`config.mk`:
```
export PLATFORM = sky130hd
export DESIGN_NAME = fetch_unit
export DESIGN_NICKNAME = d
export VERILOG_FILES = /design/src/rtl/fetch_pkg.sv /design/src/rtl/if_id_reg.sv /design/src/rtl/fetch_unit.sv
export SDC_FILE = /design/constraint.sdc
export NUM_CORES = 1
export LEC_CHECK = 0
export BUFFER_PORTS_ARGS = -buffer_cell sky130_fd_sc_hd__buf_2
export CAP_MARGIN = 20
export CORE_ASPECT_RATIO = 1.4
export CORE_MARGIN = 3
export CORE_UTILIZATION = 40
export CTS_BUF_LIST = sky130_fd_sc_hd__clkbuf_8
export CTS_CLUSTER_DIAMETER = 80
export CTS_CLUSTER_SIZE = 40
export DETAILED_ROUTE_END_ITERATION = 10
export SYNTH_ARGS = -nofsm -noshare
export SYNTH_HDL_FRONTEND = slang
export SYNTH_SLANG_ARGS = --single-unit
```
`constraint.sdc`:
```
create_clock -name clk_i -period 2.9 [get_ports clk_i]
set_input_delay 0.435 -clock clk_i [delete_from_list [all_inputs] [get_ports clk_i]]
set_output_delay 0.435 -clock clk_i [all_outputs]
set_load 0.01 [all_outputs]
```
`src/rtl/fetch_pkg.sv`:
```
// Shared types and constants for the instruction fetch stage.
// Latency: n/a (types and constants only).
// Backpressure: n/a.
package fetch_pkg;

  // Fetch FSM: S_REQ issues/awaits a fetch, S_FULL parks a fetched word
  // while ID stalls, S_DROP waits out an access abandoned by a redirect.
  typedef enum logic [1:0] {
    S_REQ  = 2'd0,
    S_FULL = 2'd1,
    S_DROP = 2'd2
  } fetch_state_e;

  localparam logic [31:0] NOP_INSTR_DEF = 32'h0000_0000;

  // IF/ID pipeline register contents
  typedef struct packed {
    logic [31:0] pc_plus4;
    logic [31:0] instr;
    logic        valid;
  } ifid_t;

  function automatic ifid_t make_bubble(input logic [31:0] nop);
    ifid_t b;
    b.pc_plus4 = 32'h0;
    b.instr    = nop;
    b.valid    = 1'b0;
    return b;
  endfunction

  localparam ifid_t IFID_BUBBLE = make_bubble(NOP_INSTR_DEF);

endpackage

```
`src/rtl/if_id_reg.sv`:
```
// IF/ID pipeline register with load / flush-to-bubble / hold controls.
// Latency: 1 cycle from load_i or flush_i to q_o.
// Backpressure: holds its contents whenever neither load_i nor flush_i is set.
// Ports: clk_i, rst_i (sync, active-high), load_i, flush_i, data_i (ifid_t), q_o (ifid_t).
module if_id_reg
  import fetch_pkg::*;
#(
  parameter logic [31:0] NOP_INSTR = NOP_INSTR_DEF
) (
  input  logic  clk_i,
  input  logic  rst_i,
  input  logic  load_i,
  input  logic  flush_i,
  input  ifid_t data_i,
  output ifid_t q_o
);

  ifid_t q_q;
  ifid_t q_d;

  // Flush wins over load so a redirect always leaves a bubble behind.
  always_comb begin
    q_d = q_q;
    if (flush_i) begin
      q_d = make_bubble(NOP_INSTR);
    end else if (load_i) begin
      q_d = data_i;
    end
  end

  always_ff @(posedge clk_i) begin
    if (rst_i) begin
      q_q <= make_bubble(NOP_INSTR);
    end else begin
      q_q <= q_d;
    end
  end

  assign q_o = q_q;

endmodule

```
`src/rtl/fetch_unit.sv`:
```
// IF stage: PC, request/ack imem port, one-entry fetch buffer, IF/ID register.
// Latency: fetched word lands in IF/ID on the edge that sees ack with adv set.
// Backpressure: a word acked during a stall is parked; no new request until it drains.
// Ports: clk_i, rst_i, pc_write_i, if_id_write_i, if_flush_i, branch_target_i,
//        imem_req_o/addr_o/ack_i/rdata_i, id_pc_plus4_o, id_instr_o, id_valid_o.
module fetch_unit
  import fetch_pkg::*;
#(
  parameter logic [31:0] RESET_PC  = 32'h0000_0000,
  parameter logic [31:0] NOP_INSTR = NOP_INSTR_DEF
) (
  input  logic        clk_i,
  input  logic        rst_i,
  input  logic        pc_write_i,
  input  logic        if_id_write_i,
  input  logic        if_flush_i,
  input  logic [31:0] branch_target_i,
  output logic        imem_req_o,
  output logic [31:0] imem_addr_o,
  input  logic        imem_ack_i,
  input  logic [31:0] imem_rdata_i,
  output logic [31:0] id_pc_plus4_o,
  output logic [31:0] id_instr_o,
  output logic        id_valid_o
);

  fetch_state_e state_q, state_d;
  logic [31:0]  pc_q, pc_d;
  logic [31:0]  req_addr_q, req_addr_d;
  logic [31:0]  fb_instr_q, fb_instr_d;

  logic         adv;
  logic [31:0]  pc_plus4;
  logic [31:0]  target;
  logic         id_load;
  logic         id_flush;
  ifid_t        id_data;
  ifid_t        id_q;

  assign adv      = pc_write_i & if_id_write_i;
  assign pc_plus4 = pc_q + 32'd4;                 // wraps modulo 2^32
  assign target   = branch_target_i & ~32'h3;     // force word alignment

  always_comb begin
    state_d    = state_q;
    pc_d       = pc_q;
    req_addr_d = req_addr_q;
    fb_instr_d = fb_instr_q;
    id_load    = 1'b0;
    id_flush   = 1'b0;
    id_data    = '{pc_plus4: pc_plus4, instr: imem_rdata_i, valid: 1'b1};
    case (state_q)
      S_REQ: begin
        if (imem_ack_i) begin
          if (if_flush_i) begin
            pc_d     = target;
            id_flush = 1'b1;
          end else if (adv) begin
            id_load = 1'b1;
            pc_d    = pc_plus4;
          end else begin
            fb_instr_d = imem_rdata_i;
            state_d    = S_FULL;
          end
        end else if (if_flush_i) begin
          // The access to pc is still in flight; remember its address so
          // the port stays stable until memory acknowledges it.
          req_addr_d = pc_q;
          pc_d       = target;
          id_flush   = 1'b1;
          state_d    = S_DROP;
        end else if (adv) begin
          id_flush = 1'b1;
        end
      end
      S_FULL: begin
        if (if_flush_i) begin
          pc_d     = target;
          id_flush = 1'b1;
          state_d  = S_REQ;
        end else if (adv) begin
          id_load       = 1'b1;
          id_data.instr = fb_instr_q;
          pc_d          = pc_plus4;
          state_d       = S_REQ;
        end
      end
      S_DROP: begin
        if (imem_ack_i) begin
          state_d = S_REQ;
        end
        if (if_flush_i) begin
          pc_d     = target;
          id_flush = 1'b1;
        end else if (adv) begin
          id_flush = 1'b1;
        end
      end
      default: state_d = S_REQ;
    endcase
  end

  always_ff @(posedge clk_i) begin
    if (rst_i) begin
      state_q    <= S_REQ;
      pc_q       <= RESET_PC;
      req_addr_q <= RESET_PC;
      fb_instr_q <= 32'h0;
    end else begin
      state_q    <= state_d;
      pc_q       <= pc_d;
      req_addr_q <= req_addr_d;
      fb_instr_q <= fb_instr_d;
    end
  end

  assign imem_req_o  = (state_q != S_FULL);
  assign imem_addr_o = (state_q == S_DROP) ? req_addr_q : pc_q;

  if_id_reg #(.NOP_INSTR(NOP_INSTR)) u_if_id_reg (
    .clk_i   (clk_i),
    .rst_i   (rst_i),
    .load_i  (id_load),
    .flush_i (id_flush),
    .data_i  (id_data),
    .q_o     (id_q)
  );

  assign id_pc_plus4_o = id_q.pc_plus4;
  assign id_instr_o    = id_q.instr;
  assign id_valid_o    = id_q.valid;

endmodule

```
* Yosys cells after proc, flatten, opt, wreduce, memory -nomap -nowiden
Cells that the tools add are included.
Word-level totals: output and inout port bits 98, bits of input ports 70, register bits 163
Operators by class: bitwise gates (word level) 3, equal/unequal tests 8, reduce and logical (&&, ||, !) cells 6, multiplexer cells 25, add/subtract/negate cells 1
Operators with widths (number):
- $mux 32 | 8
- $pmux 32 s3 | 1
- $add 32x3->32 const B | 1
- $mux 2 | 7
- $ne 3x3->1 const B | 4
- $mux 1 | 6
- $pmux 2 s3 | 1
- $reduce_and 3->1 | 2
- $reduce_and 5->1 | 1
- $pmux 1 s3 | 1
- $reduce_bool 3->1 | 1
- $eq 2x1->1 const B | 1
- $eq 2x2->1 const B | 1
- $logic_not 2->1 | 1
- $ne 2x1->1 const B | 1
- $ne 2x2->1 const B | 1
- $not 1->1 | 2
- $pmux 1 s2 | 1
- $reduce_or 2->1 | 1
- $and 1x1->1 | 1

* Longest topological paths before layout
depth in word-level cells 6, mapped depth 10, mapped depth without buffers 7

* Modules after synthesis
From an unflattened synthesis, not the netlist that was laid out.
Second synthesis, totals: cells, all modules 1020, area total of the unflattened synthesis 8500.7 µm²
By module, submodules not included:
- fetch_unit | cells each 810, times used 1, seq. area each 1961.9 µm², area an instance 6162.2 µm²
- if_id_reg | cells each 210, times used 1, seq. area each 1301.2 µm², area an instance 2338.5 µm²

* Worst setup path before layout
No wires, ideal clock.
path kind flip-flop to flip-flop, from register state_q[0], to register pc_q[25], buffers on the path 1, slack 0.826 ns, data required time 2.763 ns, setup time 0.137 ns, cell stages (with the launch flop) 9, clock period less this slack 2.074 ns, data arrival time 1.936 ns, path through dfxtp_1 > inv_1 > ha_1 > nand2b_1 > buf_2 > a21oi_1 > nor3b_1 > a2111oi_0 > a2111oi_0
On the way: cells in the longest elaborated chain, start to end 2
RTL lines:
- start: declaration | RTL line fetch_unit.sv:27 | fetch_state_e state_q, state_d;
- start signal: assignment | RTL line fetch_unit.sv:110 | state_q <= state_d;
- $eq 2x2->1 (tied with other cells) | RTL line fetch_unit.sv:52 | case (state_q)
- $pmux 32 s3 or $reduce_bool 3->1 (tied branches)
- end signal: assignment | RTL line fetch_unit.sv:111 | pc_q <= pc_d;
- end: declaration | RTL line fetch_unit.sv:28 | logic [31:0] pc_q, pc_d;
Several ways; a longest one is shown, not always the timed one. A chain may end at the register's enable or synchronous reset.

* Worst setup path in the final report
Same ends and word-level chain as after synthesis.

==> reports/results.txt <==
Post-synthesis simple-gate area fraction: 24.1%
Vias: 8174
Max-slew violations: 0
Fin crit period: 2.51 ns
Area delta synth->final: 17.8%
Startpoint Class: flop
RSZ-0062 raised after global routing: no
CTS tree: done
Die W: 128 µm
DIE HEIGHT: 176 µm
EDFF count, synth: 0
Crit Path Max Fanout: 10
Status: finished, final reports clean
R2r startpoint: state_q[0]
R2R depth: 7
Initial Utilization: 41.2%
Synth cell types: 66
Worst-path clk slew: 0.09 ns
Yosys warns: 0
RePlAce Congestion: 0.879
Share of layout cells above drive strength 1: 23.7%
Clock skew: 0.0153 ns
Synth Area in Compound Gates: 22.5%
Core area: 20100 µm²
Fin crit share: 86.5%
CTS H-tree depth: 4
Initial antenna violation count: 0
DRC errors left: 0
Reg-to-Reg End: pc_q[25]
Crit path capture type: flop
Routed vias/inst: 5.64
Commonest non-fill, non-tap cell in the layout: nand2_1
Mux share of post-synthesis cell area: 4.10%
Detailed placement HPWL: 18400 µm
Power per cell area: 544 nW/µm²
WL final: 26600 µm
Vias in the first global route: 7819
CP endpoint: pc_q[25]
Clock Latency Late Sink: 0.46 ns
Crit path kind: reg2reg
Fin cells: 1450
Hold crit path type: in2reg
GRT Util Overall: 23.3%
CTS max path bufs: 2
CP Launch Point: state_q[0]
Asr flop ratio synth: 0%
Req. time, crit path: 3.23 ns
Full die area: 22500 µm²
Total gr overflow: 0
Rel. slew slack: 52.4%
Largest net degree at the start of global routing: 93
Hold buffer count at cts: 0
Clk sink count: 163
Hold WS: 0.214 ns
Avg Inst Size Synth: 7.76 µm²
Internal reg-to-reg setup slack: 0.39 ns
Boundary Pins: 168
CTS Buf Count: 17
Adder-Cell Fraction of Synth Area: 0.754%
DR pass1 iterations: 5
Number of diodes: 0
Root Driver: clkbuf_8
Max-cap violation count: 0
Setup_tns: 0 ns
Area of the mapped netlist: 8300 µm²
Worst EP arrival: 2.84 ns
# rows: 61
Drt wl/cell: 18.3 µm
CTS resizes: 0
Layout fillers: 2067
Largest family of logic cells by synthesized area: simple AND/OR/NAND/NOR gates
Post-route ant nets: 0
Port buffer count: 165
Setup violations, final: 0
Nets: 1260
Global-route wire length before repair: 41800 µm
VDD IR max: 0.217 mV
DP Cell Count: 1418
Post-CTS Setup Inserts: 0
Syn Inst Count: 1069
Synth Area in XOR/XNOR: 2.85%
Most frequent cells in the layout: nand2_1 (216), buf_2 (165), dfxtp_1 (163)
Seq/Total Area, Yosys: 39.3%
FF+latch count, synth: 163
Tightest Pin Transition: 0.714 ns
Most used DFF post-synth: dfxtp_1
Iteration-0 DRC Markers: 551
F_max: 399 MHz
Syn Nets: 1144
Hold Fails Final Rpt: 0
Leak Pwr: 3.80 nW
cell type report:
class	instances	area [µm²]	area share, %
Multi-Input combinational cell	781	4520	46.2
Sequential cell	163	3260	33.4
Inverter	17	63.8	0.653
Clock inverter	13	150	1.54
Timing Repair Buffer	205	1200	12.3
Clock buffer	19	262	2.68
Tap cell	252	315	3.23
critical path, cell delays in order (launching register included):
cell and delay, ns:
dfxtp_1 0.40, inv_1 0.09, ha_1 0.36, nand2b_1 0.32
and2_1 0.54, a31oi_1 0.16, a2bb2oi_1 0.15, a2111oi_0 0.37
per-stage QoR:
step | area [µm²] | util, % | setup WS, ns | power (mW)
finish | 9780 | 48.5 | 0.392 | 5.32
global route | 9780 | 48.5 | 0.164 | 5.59
CTS | 9780 | 48.5 | 0.344 | 5.39
detailed placement | 9360 | 46.5 | 0.466 | 3.62
global placement | 9360 | 46.5 | 0.536 | 3.61
floorplan | 8300 | - | 0.826 | 3.21
how the worst min path moves through the flow:
stage	depth (start not counted)	slack (ns)	startpoint	end
after floorplan	2	0.43	pc_q[31]	req_addr_q[31]
after global placement	2	0.44	req_addr_q[23]	req_addr_q[23]
after detailed placement	2	0.44	req_addr_q[26]	req_addr_q[26]
after CTS	3	0.18	imem_rdata_i[24]	fb_instr_q[24]
after global routing	3	0.19	imem_rdata_i[30]	fb_instr_q[30]
final	3	0.21	imem_rdata_i[24]	fb_instr_q[24]
cells by family after synthesis:
| kind of cell | Yosys count |
|---|---|
| flip-flops | 163 |
| XOR/XNOR | 27 |
| buffers and inverters | 125 |
| adder cells (fa/ha/maj) | 5 |
| multiplexers | 31 |
| AO/OA/AOI/OAI | 282 |
| AND/OR/NAND/NOR | 436 |
flip-flops by register name (all words and copies together) (netlist names):
signal / cells
u_if_id_reg.q_o: 65
fb_instr_q: 32
pc_q: 32
req_addr_q: 32
state_q: 2
power breakdown:
part	switching [mW]	leakage (nW)	internal, mW
registers	0.109	1.32	2.34
clock network	0.927	0.209	0.826
logic	0.702	2.27	0.418
total	1.74	3.80	3.58
metal layers:
layer,wire [µm],GRT usage [%]
met2,13300,39.8
met4,1000,10.7
met5,0,0
met3,1600,4.27
met1,10700,28.2
synthesized netlist by cell type (all sizes together), types with 2 or more instances:
master / n / share of area, %
o21ai: 40 / 2.4
a31o: 3 / 0.32
mux2i: 7 / 0.84
o211ai: 2 / 0.18
xor2: 13 / 1.4
buf: 38 / 2.4
a211oi: 30 / 2.7
o311a: 2 / 0.24
nor3: 15 / 1.1
mux2: 24 / 3.3
nand2b: 5 / 0.38
o31ai: 2 / 0.18
a21o: 5 / 0.45
xnor2: 14 / 1.5
nand3: 51 / 3.1
a32oi: 3 / 0.32
ha: 5 / 0.75
inv: 17 / 0.77
and2: 9 / 0.68
a2bb2oi: 6 / 0.63
nor2: 94 / 4.3
or3: 3 / 0.23
a31oi: 11 / 0.83
a22oi: 3 / 0.27
o22ai: 5 / 0.38
nand3b: 3 / 0.27
a2111oi: 7 / 0.81
a21oi: 100 / 6.0
a311oi: 41 / 4.4
nor4: 8 / 1.1
clkbuf: 70 / 3.2
or2: 2 / 0.15
a311o: 2 / 0.24
nand4: 14 / 1.6
a221oi: 7 / 0.74
o221ai: 2 / 0.21
nand2: 217 / 9.8
o21a: 3 / 0.27
and3: 6 / 0.45
nor2b: 3 / 0.23
dfxtp: 163 / 39
o22a: 2 / 0.21
Power figures use the tool's default switching activity.
